===== src/rtl/cmp_vec_pkg.sv =====
// Shared types and constants for the comparator test-vector generator:
// FSM states, LFSR feedback mask and the fixed corner operand pairs.
package cmp_vec_pkg;

    localparam int unsigned VEC_W = 64;
    localparam int unsigned IDX_W = 16;

    typedef enum logic [1:0] {
        ST_IDLE,
        ST_LOAD,
        ST_SEND,
        ST_DONE
    } state_e;

    // Right-shifting Galois mask for x^64 + x^63 + x^61 + x^60 + 1
    localparam logic [VEC_W-1:0] LFSR_POLY = 64'hD800_0000_0000_0000;

    typedef struct packed {
        logic [VEC_W-1:0] op1;
        logic [VEC_W-1:0] op2;
    } vec_pair_t;

    localparam vec_pair_t CORNER_0 = '{op1: 64'h0000_0000_0000_0000, op2: 64'h0000_0000_0000_0000};
    localparam vec_pair_t CORNER_1 = '{op1: 64'h8000_0000_0000_0000, op2: 64'h7FFF_FFFF_FFFF_FFFF};
    localparam vec_pair_t CORNER_2 = '{op1: 64'hFFFF_FFFF_FFFF_FFFF, op2: 64'h0000_0000_0000_0000};
    localparam vec_pair_t CORNER_3 = '{op1: 64'h7FFF_FFFF_FFFF_FFFF, op2: 64'h8000_0000_0000_0000};

    function automatic vec_pair_t corner_pair(input logic [1:0] sel);
        vec_pair_t p;
        case (sel)
            2'd0:    p = CORNER_0;
            2'd1:    p = CORNER_1;
            2'd2:    p = CORNER_2;
            default: p = CORNER_3;
        endcase
        return p;
    endfunction

endpackage


===== src/rtl/cmp_vector_gen_if.sv =====
// Vector stream between the generator (master) and a comparator consumer (slave).
interface cmp_vector_gen_if;
    import cmp_vec_pkg::*;

    logic             vec_valid;
    logic             vec_ready;
    logic [VEC_W-1:0] op1;
    logic [VEC_W-1:0] op2;
    logic             eq_exp;
    logic             lt_exp;
    logic             ltu_exp;
    logic [IDX_W-1:0] vec_idx;

    modport master (
        output vec_valid, op1, op2, eq_exp, lt_exp, ltu_exp, vec_idx,
        input  vec_ready
    );

    modport slave (
        input  vec_valid, op1, op2, eq_exp, lt_exp, ltu_exp, vec_idx,
        output vec_ready
    );
endinterface


===== src/rtl/cmp_vector_gen_lfsr64.sv =====
// 64-bit Galois LFSR with synchronous seed load and single-step advance.
module lfsr64
    import cmp_vec_pkg::*;
(
    input  logic             clk,
    input  logic             reset_n,
    input  logic [VEC_W-1:0] seed_i,
    input  logic             load_i,
    input  logic             adv_i,
    output logic [VEC_W-1:0] state_o
);

    logic [VEC_W-1:0] state_q;
    logic [VEC_W-1:0] state_d;

    always_comb begin
        state_d = state_q;
        if (load_i) begin
            state_d = seed_i;
        end else if (adv_i) begin
            state_d = (state_q >> 1) ^ (state_q[0] ? LFSR_POLY : '0);
        end
    end

    always_ff @(posedge clk) begin
        if (!reset_n) begin
            state_q <= seed_i;
        end else begin
            state_q <= state_d;
        end
    end

    assign state_o = state_q;

endmodule


===== src/rtl/cmp_vector_gen.sv =====
// Streams operand pairs with expected eq/signed-lt/unsigned-lt results:
// four fixed corner vectors, then LFSR pairs with periodic forced-equal pairs.
module cmp_vector_gen
    import cmp_vec_pkg::*;
#(
    parameter int unsigned      NUM_VECTORS = 8192,
    parameter logic [VEC_W-1:0] SEED        = 64'h0123_4567_89AB_CDEF,
    parameter int unsigned      EQ_EVERY    = 8
) (
    input  logic              clk,
    input  logic              reset_n,
    input  logic              start,
    output logic              busy,
    output logic              done,
    cmp_vector_gen_if.master  vif
);

    state_e           state_q, state_d;
    logic [IDX_W-1:0] idx_q, idx_d;
    logic [VEC_W-1:0] op1_q, op1_d;
    logic [VEC_W-1:0] op2_q, op2_d;
    logic             eq_q, eq_d;
    logic             lt_q, lt_d;
    logic             ltu_q, ltu_d;
    logic             valid_q, valid_d;
    logic             busy_q, busy_d;
    logic             done_q, done_d;

    logic             hs_c;
    logic             last_c;
    logic             gen_c;
    logic [IDX_W-1:0] gen_idx_c;
    logic             seed_load_c;
    logic             adv_c;
    logic             force_eq_c;
    vec_pair_t        pair_c;
    logic [VEC_W-1:0] lfsr_a_c;
    logic [VEC_W-1:0] lfsr_b_c;

    lfsr64 u_lfsr_a (
        .clk     (clk),
        .reset_n (reset_n),
        .seed_i  (SEED),
        .load_i  (seed_load_c),
        .adv_i   (adv_c),
        .state_o (lfsr_a_c)
    );

    lfsr64 u_lfsr_b (
        .clk     (clk),
        .reset_n (reset_n),
        .seed_i  (~SEED),
        .load_i  (seed_load_c),
        .adv_i   (adv_c),
        .state_o (lfsr_b_c)
    );

    assign hs_c       = (state_q == ST_SEND) && valid_q && vif.vec_ready;
    assign last_c     = (idx_q == IDX_W'(NUM_VECTORS - 1));
    assign force_eq_c = ((32'(gen_idx_c) % EQ_EVERY) == (EQ_EVERY - 1));

    // Next state plus the vector for either the loaded index or its successor
    always_comb begin
        state_d     = state_q;
        idx_d       = idx_q;
        op1_d       = op1_q;
        op2_d       = op2_q;
        eq_d        = eq_q;
        lt_d        = lt_q;
        ltu_d       = ltu_q;
        gen_c       = 1'b0;
        gen_idx_c   = idx_q;
        seed_load_c = 1'b0;
        adv_c       = 1'b0;
        pair_c      = CORNER_0;

        case (state_q)
            ST_IDLE, ST_DONE: begin
                if (start) begin
                    state_d     = ST_LOAD;
                    idx_d       = '0;
                    seed_load_c = 1'b1;
                end
            end
            ST_LOAD: begin
                gen_c   = 1'b1;
                state_d = ST_SEND;
            end
            ST_SEND: begin
                if (hs_c) begin
                    if (last_c) begin
                        state_d = ST_DONE;
                    end else begin
                        gen_c     = 1'b1;
                        gen_idx_c = idx_q + IDX_W'(1);
                        idx_d     = idx_q + IDX_W'(1);
                    end
                end
            end
            default: state_d = ST_IDLE;
        endcase

        if (gen_c) begin
            if (gen_idx_c < IDX_W'(4)) begin
                pair_c = corner_pair(gen_idx_c[1:0]);
            end else begin
                adv_c      = 1'b1;
                pair_c.op1 = lfsr_a_c;
                pair_c.op2 = force_eq_c ? lfsr_a_c : lfsr_b_c;
            end
            op1_d = pair_c.op1;
            op2_d = pair_c.op2;
            eq_d  = (pair_c.op1 == pair_c.op2);
            lt_d  = ($signed(pair_c.op1) < $signed(pair_c.op2));
            ltu_d = (pair_c.op1 < pair_c.op2);
        end

        valid_d = (state_d == ST_SEND);
        busy_d  = (state_d == ST_LOAD) || (state_d == ST_SEND);
        done_d  = (state_d == ST_DONE);
    end

    always_ff @(posedge clk) begin
        if (!reset_n) begin
            state_q <= ST_IDLE;
            idx_q   <= '0;
            op1_q   <= '0;
            op2_q   <= '0;
            eq_q    <= 1'b0;
            lt_q    <= 1'b0;
            ltu_q   <= 1'b0;
            valid_q <= 1'b0;
            busy_q  <= 1'b0;
            done_q  <= 1'b0;
        end else begin
            state_q <= state_d;
            idx_q   <= idx_d;
            op1_q   <= op1_d;
            op2_q   <= op2_d;
            eq_q    <= eq_d;
            lt_q    <= lt_d;
            ltu_q   <= ltu_d;
            valid_q <= valid_d;
            busy_q  <= busy_d;
            done_q  <= done_d;
        end
    end

    assign vif.vec_valid = valid_q;
    assign vif.op1       = op1_q;
    assign vif.op2       = op2_q;
    assign vif.eq_exp    = eq_q;
    assign vif.lt_exp    = lt_q;
    assign vif.ltu_exp   = ltu_q;
    assign vif.vec_idx   = idx_q;
    assign busy          = busy_q;
    assign done          = done_q;

endmodule


===== src/flat_wrapper.sv =====
// flat-port wrapper written by rule: the top's interface ports become plain ports
module cmp_vector_gen_flat import cmp_vec_pkg::*;
#(
    parameter int unsigned      NUM_VECTORS = 8192,
    parameter logic [VEC_W-1:0] SEED        = 64'h0123_4567_89AB_CDEF,
    parameter int unsigned      EQ_EVERY    = 8
)
  (clk, reset_n, start, busy, done, vif_vec_valid, vif_op1, vif_op2, vif_eq_exp, vif_lt_exp, vif_ltu_exp, vif_vec_idx, vif_vec_ready);
  cmp_vector_gen_if vif_i ();
  input  logic clk;
  input  logic reset_n;
  input  logic start;
  output logic busy;
  output logic done;
  output wire logic [$bits(vif_i.vec_valid)-1:0] vif_vec_valid;
  output wire logic [$bits(vif_i.op1)-1:0] vif_op1;
  output wire logic [$bits(vif_i.op2)-1:0] vif_op2;
  output wire logic [$bits(vif_i.eq_exp)-1:0] vif_eq_exp;
  output wire logic [$bits(vif_i.lt_exp)-1:0] vif_lt_exp;
  output wire logic [$bits(vif_i.ltu_exp)-1:0] vif_ltu_exp;
  output wire logic [$bits(vif_i.vec_idx)-1:0] vif_vec_idx;
  input wire logic [$bits(vif_i.vec_ready)-1:0] vif_vec_ready;
  assign vif_vec_valid = vif_i.vec_valid;
  assign vif_op1 = vif_i.op1;
  assign vif_op2 = vif_i.op2;
  assign vif_eq_exp = vif_i.eq_exp;
  assign vif_lt_exp = vif_i.lt_exp;
  assign vif_ltu_exp = vif_i.ltu_exp;
  assign vif_vec_idx = vif_i.vec_idx;
  assign vif_i.vec_ready = vif_vec_ready;
  cmp_vector_gen #(.NUM_VECTORS(NUM_VECTORS), .SEED(SEED), .EQ_EVERY(EQ_EVERY)) u_core (.clk(clk), .reset_n(reset_n), .start(start), .busy(busy), .done(done), .vif(vif_i));
endmodule

===== config.mk =====
export PLATFORM = sky130hd
export DESIGN_NAME = cmp_vector_gen_flat
export DESIGN_NICKNAME = d
export VERILOG_FILES = /design/src/rtl/cmp_vec_pkg.sv /design/src/rtl/cmp_vector_gen_if.sv /design/src/rtl/cmp_vector_gen_lfsr64.sv /design/src/rtl/cmp_vector_gen.sv /design/src/flat_wrapper.sv
export SDC_FILE = /design/constraint.sdc
export NUM_CORES = 1
export LEC_CHECK = 0
export BUFFER_PORTS_ARGS = -buffer_cell sky130_fd_sc_hd__buf_2
export CAP_MARGIN = 20
export CORE_ASPECT_RATIO = 0.6
export CORE_MARGIN = 2
export CORE_UTILIZATION = 40
export DETAILED_ROUTE_END_ITERATION = 7
export GPL_ROUTABILITY_DRIVEN = 1
export PLACE_DENSITY = 0.7
export SKIP_LAST_GASP = 1
export SLEW_MARGIN = 20
export SYNTH_ARGS = -nofsm -noshare
export SYNTH_HDL_FRONTEND = slang
export SYNTH_SLANG_ARGS = --single-unit
export TNS_END_PERCENT = 50

===== constraint.sdc =====
create_clock -name clk -period 15.1 [get_ports clk]
set_input_delay 1.51 -clock clk [delete_from_list [all_inputs] [get_ports clk]]
set_output_delay 1.51 -clock clk [all_outputs]
set_load 0.005 [all_outputs]

* Word-level counts from Yosys, hierarchy flattened
Index checks and enable logic that the tools add are counted.
Word-level totals: bits of input ports 4, word-level logic and storage cells 62, register bits 280, output and inout port bits 150
Operators by class: mux-type cells 22, add/subtract/negate cells 1, bitwise gates (word level) 3, $lt $le $gt $ge 3, eq/ne operators 12, reduce and logical (&&, ||, !) cells 9
Operators by type and width (count):
- $pmux W128 S3 | 1
- $mux W128 | 2
- $mux W64 | 3
- $lt A64 B64 Y1 | 2
- $xor A63 B64 Y64 | 2
- $eq A64 B64 Y1 | 1
- $mux W16 | 4
- $pmux W16 S2 | 1
- $add A16 B1 Y16 const B | 1
- $eq A16 B13 Y1 const B | 1
- $lt A16 B3 Y1 const B | 1
- $eq A2 B2 Y1 const B | 5
- $eq A2 B1 Y1 const B | 3
- $mux W1 | 6
- $mux W2 | 3
- $pmux W2 S3 | 1
- $logic_not A2 Y1 | 2
- $reduce_or A2 Y1 | 2
- $eq A3 B3 Y1 const B | 1
- $logic_and A1 B1 Y1 | 2
- $ne A2 B2 Y1 const B | 1
- $pmux W1 S2 | 1
- $reduce_and A2 Y1 | 1
- $reduce_bool A2 Y1 | 1
- other kinds (2) | 2

* Longest topological paths before layout
Gate-level depths: netlist (run 1).
depth in word-level cells 10, mapped depth 24

* Cells and area by module
Synthesis (run 1) repeated with hierarchy kept, for this count alone.
Second synthesis, totals: cell total of the unflattened synthesis 1472, area, all modules 14745.4 µm²
Modules (own cells, without submodules):
- cmp_vector_gen | area each 8759.7 µm², times used 1, cells each 1192, sequential area each 3042.9 µm²
- lfsr64 | area each 2992.9 µm², times used 2, cells each 140, sequential area each 1921.8 µm²

* Worst setup path before layout (run 1)
Ideal clock, no wire load.
path kind input to register, start in vif_vec_ready, end reg u_core.ltu_q (netlist: u_core.vif.ltu_exp), data required time 15030 ps, buffers on the path 1, setup slack 9789 ps, stages 18, arrival 5240 ps, cell sequence nand3_1 -> nor4_1 -> a311oi_1 -> a221oi_1 -> o21ai_1 -> or4_4 -> nor3_2 -> buf_2 -> nor2_1 -> ha_1 -> a21o_1 -> a21o_1 -> a21oi_1 -> o21ai_0 -> nor4bb_1 -> a211oi_1 -> or3_1 -> a21oi_1
On the way: word-level cells in the longest chain between the ends 8
Ends and longest elaborated chain:
- from (decl) | RTL line flat_wrapper.sv:22 | input wire logic [$bits(vif_i.vec_ready)-1:0] vif_vec_ready;
- $logic_and A1 B1 Y1 * | RTL line cmp_vector_gen.sv:58 | assign hs_c = (state_q == ST_SEND) && valid_q && vif.vec_ready;
- branches (longest 7 deep; another with $lt A64 B64 Y1)
- to (signal assigned) | RTL line cmp_vector_gen.sv:142 | ltu_q <= ltu_d;
- to (decl) | RTL line cmp_vector_gen.sv:24 | logic ltu_q, ltu_d;
Every way passes the cells marked *. The select of a mux whose other input is x is not followed. A chain may end at the register's enable or synchronous reset.

* Final worst setup path (run 1)
start reg u_core.state_q[0], end reg u_core.ltu_q (netlist: u_core.vif.ltu_exp)
On the way: word-level cells in the longest chain between the ends 10
Ends and longest elaborated chain:
- from (decl) | RTL line cmp_vector_gen.sv:18 | state_e state_q, state_d;
- from (signal assigned) | RTL line cmp_vector_gen.sv:136 | state_q <= state_d;
- branches (longest 10 deep; another with $lt A64 B64 Y1)
Parallel ways; which one is timed is not known. The select of a mux whose other input is x is not followed.

==> flow_summary.json, run 1 <==
{
  "synthMuxAreaShare_pct": 0.317,
  "grt_pass1_wl_um": 61700,
  "synth_flop_cell": "dfxtp_1",
  "path_clk_slew_ps": 70,
  "synth-seq-area-share_pct": 41.7,
  "drt_iter0_drc": 1547,
  "min_period_ps": 7040,
  "die_w_um": 241,
  "synth_fa_ha_area_share_pct": 6.80,
  "cts_sinks": 280,
  "p_int_w": 0.00149,
  "critPathTopFamily": "simple AND/OR/NAND/NOR gates",
  "power_leakage_nw": 6.64,
  "drv_cap": 0,
  "grtUsageTotal_pct": 21.5,
  "globalRouteOverflowTotal": 0,
  "root_buffer": "clkbuf_16",
  "layout_common_cells": "538 x nand2_1, 280 x dfxtp_1, 157 x nor2_1, 153 x buf_2, 135 x nand3_1",
  "p_seq_share_pct": 32.9,
  "first_global_vias": 11100,
  "p_sw_share_pct": 38.4,
  "crit_slowest_cell": "or4_4",
  "n_antenna_cell": 0,
  "p_per_area_nw_per_um2": 159,
  "worstSetupStartpointType": "flip-flop",
  "path_cells": "inv_1 -> ha_1 -> nand3_1 -> nor4_1 -> a311oi_1 -> a221oi_1 -> o21ai_1 -> or4_4 -> nor3_4 -> buf_4 -> nor2_1 -> ha_1 -> nand4_1 -> nor4_1 -> nor3b_1 -> a21oi_1 -> a211oi_1 -> or3_1 -> a21oi_1",
  "rsz0062_at_grt": "no",
  "finalSetupViolations": 0,
  "power.total_w": 0.00242,
  "slew_violations": 0,
  "slew_headroom_pct": 22.3,
  "fin_skew_ps": 9.53,
  "postCtsSetupBuffers": 0,
  "synth_top_area_share_pct": 41.7,
  "synth_cell_types": 60,
  "port_buffers": 153,
  "ant_nets": 0,
  "status": "finished clean",
  "ir_worst_vdd_v": 0.0000749,
  "required_ps": 15520,
  "ys_ff_latch": 280,
  "synth_area_leaders": "dfxtp_1 42%, nand2_1 15%, ha_1 6.8%",
  "routed_wl_um": 38800,
  "die_h_um": 146,
  "routed-via-count": 12500,
  "io-pin-count": 154,
  "hpwlAfterDp_um": 25700,
  "ys_warn_count": 0,
  "arrival_ps": 7460,
  "cpPeakStageDelay_ps": 840,
  "core-area_um2": 32700,
  "floorplan.initialDensity_pct": 41.0,
  "synthSimpleGateAreaFrac_pct": 28.5,
  "wl_per_cell_um": 17.1,
  "synth_xor_area_share_pct": 0.847,
  "cts_resized": 0,
  "p_clk_share_pct": 29.3,
  "synth_edf_count": 0,
  "dr.pass1.iters": 8,
  "grt_max_degree": 104,
  "async_flop_share_pct": 0,
  "synthesis.area_um2": 13400,
  "htree_levels": 1,
  "synth_cells": 1738,
  "tightestPinTransition_ps": 1170,
  "gp_congestion": 0.863,
  "pre_cts_ws_ps": 7920,
  "antenna_found_initial": 0,
  "cp_max_fo": 66,
  "hold_class": "flip-flop to flip-flop",
  "drc": 0,
  "area.growth.synth_to_final_pct": 13.3,
  "hold_viol_final": 0,
  "crit_type": "flip-flop to flip-flop",
  "syn_nets": 1815,
  "core.rowCount": 51,
  "cp-end-kind": "flip-flop",
  "numCtsBuffers": 26,
  "fin_nets": 1883,
  "p_comb_share_pct": 37.8,
  "clock_path_buffers": 3,
  "fmax_mhz": 142,
  "postCtsHoldBufs": 0,
  "setup_tns_ps": 0,
  "yosys.area.top_type": "dfxtp_1",
  "path_buf_inv": 2,
  "mostFrequentLayoutCell": "nand2_1",
  "clk_latency_ps": 550,
  "fill_cells": 3194,
  "drive_above_1_share_pct": 16.4,
  "synth-compound-area-share_pct": 16.6,
  "die_area_um2": 35100,
  "finalCritPeriodShare_pct": 46.6,
  "synth_top_family_by_area": "simple AND/OR/NAND/NOR gates",
  "hold_ws_ps": 447,
  "setup_ws_ps": 8060,
  "cts_tree": "done",
  "p_sw_w": 0.000928,
  "via_per_inst": 5.49,
  "syn_area_per_cell_um2": 7.73
}
[worst register-to-register path: stages (launching register included)]
cell and delay (ps):
dfxtp_1 350, inv_1 70, ha_1 680, nand3_1 460, nor4_1 590, a311oi_1 170, a221oi_1 280, o21ai_1 270
or4_4 840, nor3_4 270, buf_4 560, nor2_1 220, ha_1 370, nand4_1 180, nor4_1 660, nor3b_1 280
a21oi_1 70, a211oi_1 390, or3_1 170, a21oi_1 60
[state kept, by name, indices dropped and copies added, names as in the netlist]
signal and flops:
u_core.vif.vec_idx 16, u_core.vif.op1 64, u_core.u_lfsr_a.state_o 64, u_core.vif.vec_valid 1, u_core.vif.lt_exp 1, u_core.state_q 2
u_core.vif.ltu_exp 1, u_core.busy 1, u_core.done 1, u_core.u_lfsr_b.state_o 64, u_core.vif.eq_exp 1, u_core.vif.op2 64
[synth_stat cells (9+ instances only)]
cell / count
ha_1: 73
a21o_1: 18
clkbuf_1: 70
nand2_1: 540
nor2_1: 158
o21ai_2: 60
a21oi_1: 103
nor3_1: 18
buf_6: 13
buf_2: 39
a22o_1: 64
nand4_1: 23
dfxtp_1: 280
inv_1: 11
o21ai_0: 26
nand3_1: 135
xnor2_1: 9
[power by group through the flow]
stage | registers (W) | clock network, W | logic (W)
global route | 0.000800 | 0.000750 | 0.00101
global placement | 0.000811 | 0 | 0.000855
floorplan | 0.000810 | 0 | 0.000634
finish | 0.000796 | 0.000708 | 0.000914
CTS | 0.000795 | 0.000719 | 0.000897
detailed placement | 0.000812 | 0 | 0.000884
[layout make-up]
cell class                      count  area, um^2  share of cell area [%]
Multi-Input combinational cell   1318        7210                    47.4
Sequential cell                   280        5610                    36.8
Timing Repair Buffer              169         886                    5.82
Clock buffer                       34         762                    5.01
Tap cell                          450         563                    3.70
Clock inverter                     14         154                    1.01
Inverter                           11        41.3                   0.271
[stage by stage]
stage	std cells	cell area [um^2]	utilization, %
after floorplan	1738	13400	-
after global placement	2227	14300	43.7
after detailed placement	2227	14300	43.7
after CTS	2275	15200	46.5
after global routing	2276	15200	46.5
final	2276	15200	46.5
[cell families after synthesis]
logic type | Yosys count
compound gates | 313
fa+ha+maj | 73
flops | 280
buf+inv | 140
mux | 4
simple gates | 915
xor+xnor | 13
[final timing paths]
kind	startpoint	end	slack [ps]	depth (start not counted)
setup / recovery	u_core.state_q[0]	u_core.vif.ltu_exp	8060	19
hold / removal	u_core.vif.op1[45]	u_core.vif.op1[45]	450	2
hold reg to reg	u_core.vif.op1[45]	u_core.vif.op1[45]	450	2
setup reg to reg	u_core.state_q[0]	u_core.vif.ltu_exp	8060	19
[per-layer routing]
layer / part of all wire, % / GRT usage [%] / vias up / routed length, um
met3: 9.1 / 4.61 / 57 / 3540
met5: 0 / 0 / - / 0
met4: 1.9 / 4.50 / 0 / 733
met1: 47 / 32.2 / 5853 / 18300
met2: 42 / 31.3 / 538 / 16300
li1: - / - / 6042 / -
Note: power is estimated with default switching activity, not from simulation.
==> run 2, diff against run 1 <==
--- a/config.mk
+++ b/config.mk
@@ -5,6 +5,7 @@
 export SDC_FILE = /design/constraint.sdc
 export NUM_CORES = 1
 export LEC_CHECK = 0
+export ABC_AREA = 1
 export BUFFER_PORTS_ARGS = -buffer_cell sky130_fd_sc_hd__buf_2
 export CAP_MARGIN = 20
 export CORE_ASPECT_RATIO = 0.6
==> constraint.sdc (replaced) <==
create_clock -name clk -period 6.7 [get_ports clk]
set_input_delay 0.67 -clock clk [delete_from_list [all_inputs] [get_ports clk]]
set_output_delay 0.67 -clock clk [all_outputs]
set_load 0.005 [all_outputs]
==> run 2 against run 1 <==
  * Clock skew up 8.0 ps
  * Maximum frequency increased by 26%
  * Largest cell class unchanged
  * First-iteration DRC count up 5.4%
  * Sequential cell count stayed put
  * Synthesized area grew 15%
==> flow_summary.json, run 2 <==
{
  "finalSetupViolations": 0,
  "cts_tree": "done",
  "status": "finished clean",
  "wl_per_cell_um": 14.3,
  "grt_pass1_wl_um": 69400,
  "core.rowCount": 55,
  "p_comb_share_pct": 37.6,
  "cp_max_fo": 48,
  "port_buffers": 153,
  "routed-via-count": 14900,
  "hpwlAfterDp_um": 27900,
  "die_h_um": 156,
  "min_period_ps": 5570,
  "slew_headroom_pct": 29.9,
  "clock_path_buffers": 3,
  "rsz0062_at_grt": "no",
  "path_clk_slew_ps": 70,
  "core-area_um2": 37800,
  "p_int_w": 0.00367,
  "crit_type": "flip-flop to flip-flop",
  "p_clk_share_pct": 27.8,
  "p_sw_share_pct": 39.5,
  "fill_cells": 3948,
  "synth_cell_types": 35,
  "synth_area_leaders": "dfxtp_1 36%, nand2_1 15%, nand3_1 12%",
  "syn_nets": 2454,
  "fin_skew_ps": 17.6,
  "gp_congestion": 0.899,
  "numCtsBuffers": 29,
  "n_antenna_cell": 0,
  "arrival_ps": 6030,
  "required_ps": 7160,
  "synth_top_area_share_pct": 36.4,
  "htree_levels": 1,
  "ant_nets": 0,
  "synth_cells": 2377,
  "p_per_area_nw_per_um2": 352,
  "hold_viol_final": 0,
  "worstSetupStartpointType": "flip-flop",
  "slew_violations": 0,
  "ys_warn_count": 0,
  "synth_flop_cell": "dfxtp_1",
  "routed_wl_um": 42200,
  "setup_tns_ps": 0,
  "first_global_vias": 13600,
  "root_buffer": "clkbuf_16",
  "floorplan.initialDensity_pct": 40.7,
  "drive_above_1_share_pct": 11.3,
  "fmax_mhz": 180,
  "instances_no_fill": 2950,
  "yosys.area.top_type": "dfxtp_1",
  "postCtsSetupBuffers": 0,
  "mostFrequentLayoutCell": "nand2_1",
  "ys_ff_latch": 280,
  "grtUsageTotal_pct": 20.4,
  "drv_cap": 0,
  "synth_edf_count": 0,
  "finalCritPeriodShare_pct": 83.1,
  "globalRouteOverflowTotal": 0,
  "hold_class": "flip-flop to flip-flop",
  "cts_resized": 0,
  "p_seq_share_pct": 34.6,
  "layout_common_cells": "625 x nand2_1, 355 x nand3_1, 288 x nor2_1, 280 x dfxtp_1, 237 x inv_1",
  "placedInstanceArea_um2": 16200,
  "cts_sinks": 280,
  "ir_worst_vdd_v": 0.000178,
  "synthesis.area_um2": 15400,
  "cp-end-kind": "flip-flop",
  "setup_ws_ps": 1130,
  "area.growth.synth_to_final_pct": 11.7,
  "power_leakage_nw": 9.10,
  "drc": 0,
  "die_w_um": 257,
  "grt_max_degree": 239,
  "p_sw_w": 0.00239,
  "antenna_found_initial": 0,
  "fin_nets": 2492,
  "tightestPinTransition_ps": 1040,
  "fin_area_um2": 17200,
  "async_flop_share_pct": 0,
  "dp_cells": 2897,
  "yosys-top-cells-count": "626 x nand2_1, 357 x nand3_1, 288 x nor2_1",
  "yosysMostFrequentCell": "nand2_1",
  "via_per_inst": 5.06,
  "die_area_um2": 40100,
  "synth-seq-area-share_pct": 36.4,
  "clk_latency_ps": 570,
  "dr.pass1.iters": 6,
  "postCtsHoldBufs": 0,
  "hold_ws_ps": 480,
  "pre_cts_ws_ps": 1240,
  "syn_area_per_cell_um2": 6.47,
  "io-pin-count": 154,
  "drt_iter0_drc": 1630
}
-- run 2: cell count changes after synthesis, sizes merged, moves of 13 or more --
cell    previous run  this run
nand3            135       359
a22o              64         0
nand2            540       630
a21oi            104       181
nor3              20         4
a21o              18         1
nor2             158       293
buf               59        86
inv               11       247
clkbuf            70        83
-- run 2: logic make-up after synthesis --
| family | after synthesis | synth area share [%] |
|---|---|---|
| AND/OR/NAND/NOR | 1310 | 35.5 |
| buffers and inverters | 417 | 11.6 |
| AO/OA/AOI/OAI | 288 | 9.98 |
| flip-flops | 280 | 36.4 |
| adder cells (fa/ha/maj) | 73 | 5.93 |
| XOR/XNOR | 9 | 0.512 |
-- run 2: path summary, 6_finish.rpt --
kind | startpoint | end | slack, ps | cells after the start
min | u_core.u_lfsr_b.state_o[32] | u_core.u_lfsr_b.state_o[32] | 480 | 2
max | u_core.vif.vec_idx[0] | u_core.vif.lt_exp | 1130 | 26
min reg2reg | u_core.u_lfsr_b.state_o[32] | u_core.u_lfsr_b.state_o[32] | 480 | 2
max reg2reg | u_core.vif.vec_idx[0] | u_core.vif.lt_exp | 1130 | 26
-- run 2: final cells by class --
cell class                 instances  area, um^2  share of cell area, %
clock buffer                      36         812                   4.73
clock inverter                    17         179                   1.04
inverter                         248         942                   5.48
multi-input combinational       1680        8050                   46.9
sequential                       280        5610                   32.6
tap                              513         642                   3.73
timing repair buffer             176         951                   5.53
-- run 2: per-stage QoR --
step | power (W) | utilization (%)
after global routing | 0.00655 | 45.5
final | 0.00606 | 45.5
after detailed placement | 0.00439 | 42.9
after CTS | 0.00610 | 45.5
after floorplan | 0.00381 | -
after global placement | 0.00433 | 42.9
-- run 2: routing by layer --
layer	track usage, %	part of all wire (%)
met1	30.3	50
met2	31.1	42
met3	3.25	6.2
met4	3.99	1.6
met5	0	0
-- run 2: power by group through the flow --
stage / Sequential (W) / Clock, W / Combinational (W)
2_1_floorplan: 0.00210 / 0 / 0.00171
3_3_place_gp: 0.00212 / 0 / 0.00221
3_5_place_dp: 0.00213 / 0 / 0.00226
4_1_cts: 0.00209 / 0.00173 / 0.00228
5_1_grt: 0.00213 / 0.00180 / 0.00261
6_report: 0.00209 / 0.00168 / 0.00228
-- run 2: critical path: stages (launching register included) --
cell and delay, ps:
dfxtp_1 490, ha_1 250, nand3_1 160, nor2_2 220
nand2_2 220, nand2_2 150, inv_1 100, nor2_1 110
nor3_1 90, a21oi_1 220, inv_1 130, ha_1 220
or2_2 320, nand3_4 440, buf_4 440, nand2_1 110
ha_1 310, nand2_1 70, inv_1 50, nand3_1 90
nor4_1 520, nor3b_1 330, nand2_1 90, nand2_1 100
nand3_1 70, nand2_1 90, nor2_1 50
